<file path="config.mk">
export PLATFORM = sky130hd
export DESIGN_NAME = fir_axil_cfg_master
export DESIGN_NICKNAME = d
export VERILOG_FILES = /design/src/rtl/fir_axil_cfg_master.sv
export SDC_FILE = /design/constraint.sdc
export NUM_CORES = 1
export LEC_CHECK = 0
export ABC_CLOCK_PERIOD_IN_PS = 3300
export BUFFER_PORTS_ARGS = -buffer_cell sky130_fd_sc_hd__buf_2
export CORE_UTILIZATION = 35
export DETAILED_ROUTE_END_ITERATION = 8
export PLACE_DENSITY_LB_ADDON = 0.25
export SETUP_SLACK_MARGIN = 0.4
export SKIP_LAST_GASP = 1
export SYNTH_ARGS = -nofsm -noshare
export SYNTH_HDL_FRONTEND = slang
export SYNTH_SLANG_ARGS = --single-unit
export TNS_END_PERCENT = 10
</file>
<file path="constraint.sdc">
create_clock -name axis_clk -period 3.3 [get_ports axis_clk]
set_input_delay 0 -clock axis_clk [delete_from_list [all_inputs] [get_ports axis_clk]]
set_output_delay 0 -clock axis_clk [all_outputs]
set_load 0.05 [all_outputs]
</file>
<file path="src/rtl/fir_axil_cfg_master.sv">
// Single-outstanding AXI-Lite initiator that programs and reads back the FIR configuration/tap space.
// Optional watchdog per channel phase is enabled with the AXIL_TIMEOUT_EN macro.
module fir_axil_cfg_master #(
   parameter int pADDR_WIDTH = 12,
   parameter int pDATA_WIDTH = 32,
   parameter int pTIMEOUT    = 255
) (
   input  logic                   axis_clk,
   input  logic                   axis_rst,
   input  logic                   cmd_valid,
   output logic                   cmd_ready,
   input  logic                   cmd_write,
   input  logic [pADDR_WIDTH-1:0] cmd_addr,
   input  logic [pDATA_WIDTH-1:0] cmd_wdata,
   output logic                   rsp_valid,
   input  logic                   rsp_ready,
   output logic [pDATA_WIDTH-1:0] rsp_rdata,
   output logic                   rsp_err,
   output logic                   awvalid,
   output logic [pADDR_WIDTH-1:0] awaddr,
   input  logic                   awready,
   output logic                   wvalid,
   output logic [pDATA_WIDTH-1:0] wdata,
   input  logic                   wready,
   output logic                   arvalid,
   output logic [pADDR_WIDTH-1:0] araddr,
   input  logic                   arready,
   input  logic                   rvalid,
   output logic                   rready,
   input  logic [pDATA_WIDTH-1:0] rdata
);

   typedef enum logic [2:0] {
      IDLE = 3'd0,
      WR   = 3'd1,
      RD_A = 3'd2,
      RD_D = 3'd3,
      RSP  = 3'd4
   } state_t;

   state_t state_r;
   logic   aw_done_s;
   logic   w_done_s;

   // A channel counts as done once its valid has dropped or it is handshaking this cycle.
   assign aw_done_s = !awvalid || awready;
   assign w_done_s  = !wvalid  || wready;

`ifdef AXIL_TIMEOUT_EN
   localparam int            CW       = $clog2(pTIMEOUT + 1);
   localparam logic [CW-1:0] TMO_LAST = CW'(pTIMEOUT - 1);
   localparam logic [CW-1:0] TMO_ONE  = CW'(1);

   logic [CW-1:0] tmo_cnt_r;
   logic          tmo_hit_s;

   assign tmo_hit_s = (tmo_cnt_r == TMO_LAST);
`endif

   // Transaction sequencer; every port output is a flop of this block.
   always_ff @(posedge axis_clk or posedge axis_rst) begin
      if (axis_rst) begin
         state_r   <= IDLE;
         cmd_ready <= 1'b0;
         rsp_valid <= 1'b0;
         rsp_rdata <= {pDATA_WIDTH{1'b0}};
         rsp_err   <= 1'b0;
         awvalid   <= 1'b0;
         awaddr    <= {pADDR_WIDTH{1'b0}};
         wvalid    <= 1'b0;
         wdata     <= {pDATA_WIDTH{1'b0}};
         arvalid   <= 1'b0;
         araddr    <= {pADDR_WIDTH{1'b0}};
         rready    <= 1'b0;
`ifdef AXIL_TIMEOUT_EN
         tmo_cnt_r <= {CW{1'b0}};
`endif
      end else begin
         case (state_r)
            IDLE: begin
               cmd_ready <= 1'b1;
               if (cmd_valid && cmd_ready) begin
                  cmd_ready <= 1'b0;
`ifdef AXIL_TIMEOUT_EN
                  tmo_cnt_r <= {CW{1'b0}};
`endif
                  if (cmd_write) begin
                     awaddr  <= cmd_addr;
                     wdata   <= cmd_wdata;
                     awvalid <= 1'b1;
                     wvalid  <= 1'b1;
                     state_r <= WR;
                  end else begin
                     araddr  <= cmd_addr;
                     arvalid <= 1'b1;
                     state_r <= RD_A;
                  end
               end
            end

            WR: begin
               if (awvalid && awready) begin
                  awvalid <= 1'b0;
               end
               if (wvalid && wready) begin
                  wvalid <= 1'b0;
               end
               if (aw_done_s && w_done_s) begin
                  rsp_valid <= 1'b1;
                  rsp_rdata <= {pDATA_WIDTH{1'b0}};
                  state_r   <= RSP;
               end
`ifdef AXIL_TIMEOUT_EN
               else if (tmo_hit_s) begin
                  awvalid   <= 1'b0;
                  wvalid    <= 1'b0;
                  rsp_valid <= 1'b1;
                  rsp_rdata <= {pDATA_WIDTH{1'b0}};
                  rsp_err   <= 1'b1;
                  state_r   <= RSP;
               end else begin
                  tmo_cnt_r <= tmo_cnt_r + TMO_ONE;
               end
`endif
            end

            RD_A: begin
               if (arready) begin
                  arvalid <= 1'b0;
                  rready  <= 1'b1;
                  state_r <= RD_D;
`ifdef AXIL_TIMEOUT_EN
                  tmo_cnt_r <= {CW{1'b0}};
               end else if (tmo_hit_s) begin
                  arvalid   <= 1'b0;
                  rsp_valid <= 1'b1;
                  rsp_rdata <= {pDATA_WIDTH{1'b0}};
                  rsp_err   <= 1'b1;
                  state_r   <= RSP;
               end else begin
                  tmo_cnt_r <= tmo_cnt_r + TMO_ONE;
`endif
               end
            end

            RD_D: begin
               // rready is high throughout this state, so rvalid alone completes R.
               if (rvalid) begin
                  rready    <= 1'b0;
                  rsp_rdata <= rdata;
                  rsp_valid <= 1'b1;
                  state_r   <= RSP;
`ifdef AXIL_TIMEOUT_EN
               end else if (tmo_hit_s) begin
                  rready    <= 1'b0;
                  rsp_valid <= 1'b1;
                  rsp_rdata <= {pDATA_WIDTH{1'b0}};
                  rsp_err   <= 1'b1;
                  state_r   <= RSP;
               end else begin
                  tmo_cnt_r <= tmo_cnt_r + TMO_ONE;
`endif
               end
            end

            RSP: begin
               if (rsp_valid && rsp_ready) begin
                  rsp_valid <= 1'b0;
                  rsp_err   <= 1'b0;
                  cmd_ready <= 1'b1;
                  state_r   <= IDLE;
               end
            end

            default: begin
               cmd_ready <= 1'b0;
               rsp_valid <= 1'b0;
               rsp_err   <= 1'b0;
               awvalid   <= 1'b0;
               wvalid    <= 1'b0;
               arvalid   <= 1'b0;
               rready    <= 1'b0;
               state_r   <= IDLE;
            end
         endcase
      end
   end

endmodule
</file>
==> results.sh <==
export IMPL_number_of_distinct_library_cell_variants_in_the_gate_level_netlist_after_synthesis=31
export IMPL_worst_reg_to_reg_cells=3
export IMPL_core_rowCount=37
export IMPL_worst_hold_startpoint="cmd_write"
export IMPL_endpoint_type_of_the_worst_setup_path="register"
export IMPL_vdd_drop_max_uv=645
export IMPL_tightestPinTransition_ns=1.25
export IMPL_cp_arrival_ns=2.41
export IMPL_grt_usage_pct=16.9
export IMPL_pin_count=180
export IMPL_critPathKind="register to register"
export IMPL_die_h_um=106
export IMPL_max_slew_margin_rel_pct=16.7
export IMPL_yosysTopAreaCell="sky130_fd_sc_hd__dfrtp_1"
export IMPL_biggest_fanout_along_the_worst_timing_path=45
export IMPL_detail_route_wl_per_cell_um=13.9
export IMPL_grt_remaining_overflow=0
export IMPL_htree_num_levels=3
export IMPL_portion_of_total_power_attributed_to_combinational_logic_pct=55.0
export IMPL_finalPower_mw=6.17
export IMPL_synthesis_instances=254
export IMPL_ant_nets=0
export IMPL_final_cell_count_without_fillers=654
export IMPL_area_growth_pct=53.4
export IMPL_clk_transition_reported_paths_ns=0.09
export IMPL_netlist_area_um2=3750
export IMPL_cts_resized_gates=0
export IMPL_crit_buf_inv=0
export IMPL_ys_seq_area_share_pct=64.6
export IMPL_drt_pre_antenna_iters=4
export IMPL_clockRootBuffer="sky130_fd_sc_hd__clkbuf_8"
export IMPL_yosys_top_cells_count="sky130_fd_sc_hd__dfrtp_1, sky130_fd_sc_hd__mux2_2, sky130_fd_sc_hd__a22o_1"
export IMPL_ys_warnings_count=0
export IMPL_route_final_wire_length_um=9060
export IMPL_final_nets=598
export IMPL_dpl_worst_slack_ns=1.13
export IMPL_yosys_area_top_type_share_pct=64.6
export IMPL_dp_final_hpwl_um=5660
export IMPL_synth_edf_count=0
export IMPL_dr_first_iter_drc_count=104
export IMPL_finalCriticalPeriod_ns=2.16
export IMPL_count_leader_synth="sky130_fd_sc_hd__dfrtp_1"
export IMPL_fin_crit_sh_pct=65.3
export IMPL_setup_reg_to_reg_worst_slack_ns=1.14
export IMPL_intPower_mw=3.04
export IMPL_timing_final_ws_setup_ns=1.14
export IMPL_number_of_antenna_violations_at_the_first_check_in_global_routing=0
export IMPL_whs_path_depth=4
export IMPL_grt_start_max_net_pins=66
export IMPL_share_clk_of_total_power_pct=12.5
export IMPL_tritoncts="done"
export IMPL_maxClockFrequency_mhz=464
export IMPL_dominantRegCellSynth="sky130_fd_sc_hd__dfrtp_1"
export IMPL_routed_via_count=2975
export IMPL_clockBufferDepth=2
export IMPL_post_synth_main_area_contributors="sky130_fd_sc_hd__dfrtp_1, sky130_fd_sc_hd__mux2_2, sky130_fd_sc_hd__a22o_1"
export IMPL_fp_coreArea_um2=10400
export IMPL_async_reset_ff_share_pct=100
export IMPL_detail_route_vias_per_cell=4.55
export IMPL_tritoncts_num_buffers=9
export IMPL_hold_path_class="input port to register"
export IMPL_power_frac_seq_pct=32.6
export IMPL_drive_gt1_share_pct=49.6
export IMPL_drv_cap=0
export IMPL_finalSetupTns_ns=0
export IMPL_whs_endpoint="state_r[0]"
export IMPL_placer_congestion_estimate=0.748
export IMPL_power_leakage_nw=2.91
export IMPL_hold_violation_total_from_the_final_report=0
export IMPL_crit_path_top_delay_cell="sky130_fd_sc_hd__nor2_8"
export IMPL_power_switching_share_pct=50.7
export IMPL_critical_path_reg2reg_startpoint="state_r[2]"
export IMPL_rsz0062_at_grt="false"
export IMPL_report_final_slew_viol_count=0
export IMPL_cellPowerDensity_nw_per_um2=1070
export IMPL_yosys_register_bits=97
export IMPL_worstPathCellList="nand4b_1, nor2_8, mux2_2"
export IMPL_start_util_pct=36.2
export IMPL_fillerInstances=900
export IMPL_io_buffer_count=178
export IMPL_die_width_um=106
export IMPL_power_net_switching_mw=3.13
export IMPL_postSynthNetCount=339
export IMPL_status="completed"
export IMPL_clock_sinks=97
export IMPL_setup_viol=0
export IMPL_timing_critical_path_max_delay_family="simple AND/OR/NAND/NOR gates"
export IMPL_finalCoreUtilization_pct=55.5
export IMPL_via_count_of_the_first_global_routing_pass=2978
export IMPL_worst_skew_pair_late_latency_ns=0.37
export IMPL_post_synth_cell_area_avg_um2=14.8
export IMPL_critical_path_startpoint_type="register"
export IMPL_num_antenna_cells=0
export IMPL_drc=0
export IMPL_timing_critical_path_required_ns=3.56
export IMPL_r2r_end="wdata[25]"
export IMPL_die_area_um2=11100
export IMPL_place_detailed_instances=556
export IMPL_grt_pass1_wl_um=14500
export IMPL_critical_path_max_stage_delay_ns=0.66
export IMPL_fin_skew_ns=0.00832
-- state kept, by name, summed over array words and instances, names as in the netlist --
register   cells
araddr        12
arvalid        1
awaddr        12
awvalid        1
cmd_ready      1
rready         1
rsp_rdata     32
rsp_valid      1
state_r        3
wdata         32
wvalid         1
-- layout make-up --
cell class | count | area (µm²) | area share, %
flip-flops and latches | 97 | 2430 | 42.1
multi-input cells | 137 | 1210 | 21.0
inverters | 5 | 21.3 | 0.369
well taps | 136 | 170 | 2.95
clock buffers | 11 | 141 | 2.45
repair buffers | 263 | 1730 | 30.1
clock inverters | 5 | 55.1 | 0.956
-- repair_timing --
item,CTS,global route
buffers inserted,0,0
hold buffers,82,0
setup endpoints to repair,0,0
hold endpoints to repair,156,0
-- tightest hold or removal path: stages --
cell                       delay, ns
sky130_fd_sc_hd__buf_2          0.15
sky130_fd_sc_hd__nor2_1         0.05
sky130_fd_sc_hd__nor2_1         0.07
sky130_fd_sc_hd__a2bb2o_1       0.13
-- cells by family after synthesis --
kind of cell | after synthesis | synth area share [%]
AND/OR/NAND/NOR | 28 | 4.50
flip-flops | 97 | 64.6
other | 1 | 0.0999
multiplexers | 56 | 16.8
buffers and inverters | 20 | 3.20
AO/OA/AOI/OAI | 52 | 10.8
-- power by group through the flow --
stage / registers (mW) / clock network [mW] / logic [mW]
final: 2.01 / 0.768 / 3.39
after global routing: 2.08 / 0.846 / 3.56
after CTS: 2.01 / 0.809 / 3.41
after detailed placement: 2.02 / 0 / 3.32
after global placement: 2.00 / 0 / 3.30
after floorplan: 3.78 / 0 / 0.824
-- routing by layer --
metal	routed length [µm]	vias up	global-route usage, %
met3	545	11	4.14
li1	-	1434	-
met1	3850	1427	21.1
met2	4510	103	27.8
met5	0	-	0
met4	160	0	7.74
-- cells in the final DEF, fill, tap and decap left out, drive strengths merged, types with 2 or more instances in the layout --
| master | Yosys | final |
|---|---|---|
| buf | 9 | 181 |
| dfrtp | 97 | 97 |
| dlygate4sd3 | 0 | 82 |
| mux2 | 56 | 56 |
| a22o | 32 | 32 |
| clkbuf | 6 | 11 |
| nor2 | 8 | 8 |
| nand2 | 7 | 7 |
| a21oi | 6 | 6 |
| o21ai | 6 | 6 |
| inv | 5 | 5 |
| nand2b | 4 | 4 |
| nor2b | 2 | 2 |
| o31ai | 2 | 2 |
| nand3 | 2 | 2 |
| clkinv | 0 | 2 |
| clkinvlp | 0 | 2 |
| or2 | 2 | 2 |
-- metrics by stage --
stage | instance area (µm²) | hold slack, ns
CTS | 5760 | 0.0437
global placement | 4740 | 0.207
finish | 5760 | 0.0752
detailed placement | 4740 | 0.221
floorplan | 3750 | 0.135
global route | 5760 | 0.0918
-- worst max path at each step --
stage          cells after the start        from            end  slack, ns
6_report                           3  state_r[2]      wdata[25]       1.14
5_1_grt                            3  state_r[2]  rsp_rdata[11]       0.97
3_5_place_dp                       3  state_r[2]      awaddr[7]       1.13
2_1_floorplan                      1    axis_rst      araddr[0]       0.77
3_3_place_gp                       3  state_r[2]      awaddr[0]       1.19
4_1_cts                            3  state_r[2]       wdata[0]       1.13
Power figures use the tool's default switching activity.
